===== src/rtl/key_conditioner.sv =====
// key_conditioner: turns raw active-low push-buttons into clean, registered
// per-key press/release/long-press strobes plus a debounced pressed level.
// Each key has its own synchronizer, debounce FSM and hold counter, so
// events on different keys never interact.
module key_conditioner #(
  parameter int N_KEYS          = 3,
  parameter int DEBOUNCE_CYCLES = 250000,
  parameter int LONG_CYCLES     = 50000000
) (
  input  logic              i_clk,
  input  logic              i_rst,
  input  logic [N_KEYS-1:0] i_key_n,
  output logic [N_KEYS-1:0] o_press,
  output logic [N_KEYS-1:0] o_release,
  output logic [N_KEYS-1:0] o_long,
  output logic [N_KEYS-1:0] o_level
);

  localparam int DW = $clog2(DEBOUNCE_CYCLES);
  localparam int HW = $clog2(LONG_CYCLES + 1);

  localparam logic [DW-1:0] D_LAST = DW'(DEBOUNCE_CYCLES - 1);
  localparam logic [HW-1:0] H_LAST = HW'(LONG_CYCLES - 1);
  localparam logic [HW-1:0] H_MAX  = HW'(LONG_CYCLES);

  typedef enum logic [1:0] {
    IDLE         = 2'd0,
    PRESS_WAIT   = 2'd1,
    HELD         = 2'd2,
    RELEASE_WAIT = 2'd3
  } state_e;

  logic [N_KEYS-1:0] sync1_q, sync1_d;
  logic [N_KEYS-1:0] sync2_q, sync2_d;
  logic [N_KEYS-1:0] pressed_s;

  state_e        state_q [N_KEYS];
  state_e        state_d [N_KEYS];
  logic [DW-1:0] dcnt_q  [N_KEYS];
  logic [DW-1:0] dcnt_d  [N_KEYS];
  logic [HW-1:0] hcnt_q  [N_KEYS];
  logic [HW-1:0] hcnt_d  [N_KEYS];

  logic [N_KEYS-1:0] press_q, press_d;
  logic [N_KEYS-1:0] release_q, release_d;
  logic [N_KEYS-1:0] long_q, long_d;
  logic [N_KEYS-1:0] level_q, level_d;

  // Two-stage synchronizer feeding a pressed (active-high) sample per key.
  always_comb begin
    sync1_d   = i_key_n;
    sync2_d   = sync1_q;
    pressed_s = ~sync2_q;
  end

  // Per-key debounce FSM, hold counter and next values of all registered outputs.
  // The hold counter keeps running through a release bounce so a brief glitch
  // while held does not delay or re-arm the long-press strobe.
  always_comb begin
    for (int k = 0; k < N_KEYS; k++) begin
      state_d[k]   = state_q[k];
      dcnt_d[k]    = dcnt_q[k];
      hcnt_d[k]    = hcnt_q[k];
      press_d[k]   = 1'b0;
      release_d[k] = 1'b0;
      long_d[k]    = 1'b0;

      case (state_q[k])
        IDLE: begin
          if (pressed_s[k]) begin
            state_d[k] = PRESS_WAIT;
            dcnt_d[k]  = '0;
          end
        end
        PRESS_WAIT: begin
          if (!pressed_s[k]) begin
            state_d[k] = IDLE;
          end else if (dcnt_q[k] == D_LAST) begin
            state_d[k] = HELD;
            hcnt_d[k]  = '0;
            press_d[k] = 1'b1;
          end else begin
            dcnt_d[k] = dcnt_q[k] + 1'b1;
          end
        end
        HELD: begin
          if (!pressed_s[k]) begin
            state_d[k] = RELEASE_WAIT;
            dcnt_d[k]  = '0;
          end
        end
        RELEASE_WAIT: begin
          if (pressed_s[k]) begin
            state_d[k] = HELD;
          end else if (dcnt_q[k] == D_LAST) begin
            state_d[k]   = IDLE;
            release_d[k] = 1'b1;
          end else begin
            dcnt_d[k] = dcnt_q[k] + 1'b1;
          end
        end
        default: begin
          state_d[k] = IDLE;
        end
      endcase

      if (state_q[k] == HELD || state_q[k] == RELEASE_WAIT) begin
        if (hcnt_q[k] != H_MAX) begin
          hcnt_d[k] = hcnt_q[k] + 1'b1;
        end
        long_d[k] = (hcnt_q[k] == H_LAST);
      end

      level_d[k] = (state_d[k] == HELD) || (state_d[k] == RELEASE_WAIT);
    end
  end

  // State, counters, synchronizer and output registers with synchronous reset.
  always_ff @(posedge i_clk) begin
    if (i_rst) begin
      sync1_q   <= '1;
      sync2_q   <= '1;
      press_q   <= '0;
      release_q <= '0;
      long_q    <= '0;
      level_q   <= '0;
      for (int k = 0; k < N_KEYS; k++) begin
        state_q[k] <= IDLE;
        dcnt_q[k]  <= '0;
        hcnt_q[k]  <= '0;
      end
    end else begin
      sync1_q   <= sync1_d;
      sync2_q   <= sync2_d;
      press_q   <= press_d;
      release_q <= release_d;
      long_q    <= long_d;
      level_q   <= level_d;
      for (int k = 0; k < N_KEYS; k++) begin
        state_q[k] <= state_d[k];
        dcnt_q[k]  <= dcnt_d[k];
        hcnt_q[k]  <= hcnt_d[k];
      end
    end
  end

  assign o_press   = press_q;
  assign o_release = release_q;
  assign o_long    = long_q;
  assign o_level   = level_q;

endmodule


===== config.mk =====
export PLATFORM = sky130hd
export DESIGN_NAME = key_conditioner
export DESIGN_NICKNAME = d
export VERILOG_FILES = /design/src/rtl/key_conditioner.sv
export SDC_FILE = /design/constraint.sdc
export NUM_CORES = 1
export LEC_CHECK = 0
export ABC_AREA = 1
export BUFFER_PORTS_ARGS = -buffer_cell sky130_fd_sc_hd__buf_2
export CORE_MARGIN = 5
export CORE_UTILIZATION = 64
export DETAILED_ROUTE_END_ITERATION = 16
export GPL_TIMING_DRIVEN = 0
export HOLD_SLACK_MARGIN = 0.15
export PLACE_DENSITY = 0.85
export SETUP_SLACK_MARGIN = 0.1
export SKIP_LAST_GASP = 1
export SYNTH_ARGS = -nofsm -noshare
export SYNTH_HDL_FRONTEND = slang
export SYNTH_SLANG_ARGS = --single-unit
export TNS_END_PERCENT = 30

===== constraint.sdc =====
create_clock -name i_clk -period 2.05 [get_ports i_clk]
set_input_delay 0.205 -clock i_clk [delete_from_list [all_inputs] [get_ports i_clk]]
set_output_delay 0.205 -clock i_clk [all_outputs]
set_load 0.02 [all_outputs]

==> qor.csv <==
stage;metric;value;unit
run_status;status;complete, no violations;
timing;hold_ws;0.174;ns
drt;drt_pass1_iterations;6;
grt;grt_use_total;27.2;%
yosys;ys_types;45;
cts;clock_latency;0.44;ns
grt;grt_pass1_wl;40500;um
setup_path;required;2.37;ns
timing;finClkSkew;0.0111;ns
timing;finalSetupTns;0;ns
yosys;synthCells;1527;
setup_path;cpMostUsedCell;nand2_1;
drt;vias;9720;
die;die_w;132;um
die;initial_utilization;65.3;%
place;gp_congestion;0.956;
die;boundaryPins;17;
drt;ant_nets;0;
hold_path;hp-start;i_rst;
timing;finalHoldViolCount;0;
hold_path;min_path_cells;4;
final_layout;layout.nets;1579;
drt;drc_errors;0;
timing;setup_viol;0;
final_layout;insertedDiodeCount;0;
place;placed_area;9800;um2
timing;rsz0062_at_grt;true;
die;die_h;132;um
drt;first_iter_violations;851;
setup_path;critPathTopFamily;simple AND/OR/NAND/NOR gates;
grt;grt.overflow.total;0;
cts;cts_buffer_depth;2;
place;hpwlAfterDp;17200;um
die;rows;44;
timing;fin_crit;1.85;ns
die;core;14500;um2
run;maxCapViolations;0;
grt;grt_max_degree;17;
drt;viasPerCell;5.52;
yosys;syn_nets;1541;
hold_path;worstHoldPathType;in -> reg;
power;power_density;622;nW/um2
final_layout;syn_to_final_growth;10.4;%
setup_path;worstPathArrival;2.17;ns
die;dieArea;17400;um2
setup_path;end_kind;flop;
hold_path;min_to;dcnt_q[0][17]$_SDFFE_PP0P_;
setup_path;path_buf_inv;2;
setup_path;cp.depth;11;
setup_path;max_stage_delay;0.37;ns
cts;cts_made_buffers;17;
cts;root_buffer;clkbuf_16;
final_layout;postLayoutCellArea;10500;um2
grt;grt_pass1_vias;8776;
setup_path;cp_slowest_cell;dfxtp_1;
drt;wire_per_inst;13.6;um
cts;cts_tree;yes;
setup_path;path_cells;ha_1 -> nand2_2 -> nor2_4 -> inv_1 -> nor2_1 -> nand3_2 -> buf_4 -> nand2_1 -> nand2_1 -> nand2_1 -> nor2_1;
yosys;netlist_area;9490;um2
timing;final.period_utilization;90.2;%
power;ir_drop;0.614;mV
yosys;synth_top_flop_cell;dfxtp_1;
timing;drv_slew;0;
final_layout;final_layout_size_suffix_gt1_share;9.70;%
timing;max_freq;0.541;GHz
setup_path;ff2ff_setup_slack;0.20;ns
drt;wirelength;24000;um
setup_path;startpoint_type;flop;
setup_path;reg2regPathDepth;11;
setup_path;timing.rr.start;dcnt_q[0][1]$_SDFFE_PP0P_;
yosys;synth_warnings;0;
yosys;synth-seq-area-share;32.9;%
place;portBuffers;16;
yosys;avgSynthCellArea;6.22;um2
cts;path_clk_slew;0.07;ns
cts;htreeDepth;4;
timing;max_slew.worst_pin.slew;0.728;ns
cts;cts.sinks;156;
setup_path;critPathKind;reg -> reg;
timing;max_slew_margin;51.4;%
setup_path;r2r_end;hcnt_q[0][17]$_SDFF_PP0_;
grt;antenna_found_initial;0;
setup_path;critPathMaxFanout;10;
power;leakage;3.88;nW
yosys;synth_edf_count;0;
yosys;synthArstFlopShare;0;%
yosys;yosys_register_bits;156;
## cell usage in the layout (no fill, tap or decap), drive strengths merged
cell type    count
nand3b           8
dfxtp          156
clkinvlp         2
and2             2
o21a             2
buf             44
dlygate4sd3      3
nand2          446
bufinv           3
a31o             1
o21bai           7
ha               9
nor3b            3
or2             11
a21oi           96
xnor2            8
inv            173
a21boi           1
nor2           284
nand3          130
o21ai           38
clkbuf          34
a31oi            2
xor2            24
and3             1
nor3            36
nor4            10
nand4           40
nor4b            1
clkinv           3
## repair_timing
item,4_1_cts,5_1_grt
hold buffers,3,0
endpoints found under the hold margin,3,0
endpoints found under the setup margin,9,40
gates resized for setup,2,9
buffers inserted,0,0
## stage by stage
step | util [%] | cells | power, W | setup slack (ns)
after global routing | 72.1 | 1762 | 0.00668 | 0.0520
after detailed placement | 67.5 | 1727 | 0.00327 | 0.0783
after CTS | 71.9 | 1762 | 0.00653 | 0.128
after floorplan | - | 1527 | 0.00321 | 0.532
after global placement | 67.5 | 1727 | 0.00327 | 0.0788
final | 72.1 | 1762 | 0.00652 | 0.201
## power by group
| part | switching [W] | total (W) | internal, W | leakage, nW |
|---|---|---|---|---|
| Combinational | 0.000124 | 0.000166 | 0.0000428 | 2.33 |
| Sequential | 0.00000782 | 0.00305 | 0.00304 | 1.26 |
| Clock | 0.00136 | 0.00330 | 0.00194 | 0.294 |
| Total | 0.00149 | 0.00652 | 0.00503 | 3.88 |
## layer usage
layer | track usage (%) | wire length [um] | up-vias
met5 | 0 | 0 | -
li1 | - | - | 4931
met2 | 45.3 | 11200 | 345
met4 | 10.5 | 691 | 0
met1 | 35.3 | 10700 | 4378
met3 | 4.58 | 1380 | 66
## cell usage after synthesis (3+ instances only)
| cell type | instances | area [um2] |
|---|---|---|
| a21oi_1 | 92 | 460 |
| a21oi_2 | 3 | 26.3 |
| buf_1 | 4 | 15.0 |
| buf_2 | 10 | 50.1 |
| buf_4 | 3 | 22.5 |
| buf_6 | 11 | 124 |
| clkbuf_1 | 15 | 56.3 |
| dfxtp_1 | 156 | 3120 |
| ha_1 | 9 | 113 |
| inv_1 | 159 | 597 |
| inv_2 | 7 | 26.3 |
| nand2_1 | 432 | 1620 |
| nand2_2 | 11 | 68.8 |
| nand2_4 | 3 | 33.8 |
| nand3_1 | 121 | 606 |
| nand3_2 | 8 | 80.1 |
| nand3b_1 | 8 | 60.1 |
| nand4_1 | 40 | 250 |
| nor2_1 | 264 | 991 |
| nor2_2 | 17 | 106 |
| nor2_4 | 3 | 33.8 |
| nor3_1 | 29 | 145 |
| nor3_2 | 6 | 60.1 |
| nor4_1 | 10 | 62.6 |
| o21ai_0 | 33 | 165 |
| o21ai_1 | 5 | 25.0 |
| o21bai_1 | 7 | 52.6 |
| or2_2 | 10 | 62.6 |
| xnor2_1 | 8 | 70.1 |
| xor2_1 | 24 | 210 |
## worst min-delay path, delay by kind of cell
| kind | cells | cell delay, ns |
|---|---|---|
| AND/OR/NAND/NOR | 2 | 0.10 |
| AO/OA/AOI/OAI | 1 | 0.09 |
| buffers and inverters | 1 | 0.17 |
## area by class of cell
| type | instances | area, um2 |
|---|---|---|
| inverter | 167 | 629 |
| clock inverter | 14 | 183 |
| multi-input combinational | 1160 | 5490 |
| sequential | 156 | 3120 |
| timing repair buffer | 19 | 110 |
| clock buffer | 18 | 429 |
| buffer | 44 | 278 |
| tap | 184 | 230 |
| fill | 1259 | 4060 |
## worst max-delay path by stage
stage / start / end / slack (ns)
finish: dcnt_q[0][1]$_SDFFE_PP0P_ / hcnt_q[0][17]$_SDFF_PP0_ / 0.20
global route: dcnt_q[0][19]$_SDFFE_PP0P_ / hcnt_q[0][27]$_SDFF_PP0_ / 0.05
CTS: dcnt_q[0][1]$_SDFFE_PP0P_ / hcnt_q[0][18]$_SDFF_PP0_ / 0.13
detailed placement: dcnt_q[0][0]$_SDFFE_PP0P_ / hcnt_q[0][18]$_SDFF_PP0_ / 0.08
global placement: dcnt_q[0][0]$_SDFFE_PP0P_ / hcnt_q[0][18]$_SDFF_PP0_ / 0.08
floorplan: dcnt_q[0][0]$_SDFFE_PP0P_ / dcnt_q[0][12]$_SDFFE_PP0P_ / 0.53
## cells by family (layout without fill, tap and decap cells)
family | Yosys count | after routing | synth area share (%)
simple gates | 972 | 972 | 45.1
compound gates | 147 | 147 | 8.36
fa+ha+maj | 9 | 9 | 1.19
flops | 156 | 156 | 32.9
buf+inv | 211 | 262 | 9.50
xor+xnor | 32 | 32 | 2.95
## sequential cells by signal, summed over array words and instances (netlist names)
name	flops
state_q	6
sync2_q	3
o_level	3
hcnt_q	78
o_long	3
sync1_q	3
o_release	3
dcnt_q	54
o_press	3
Note: power is estimated with default switching activity, not from simulation.
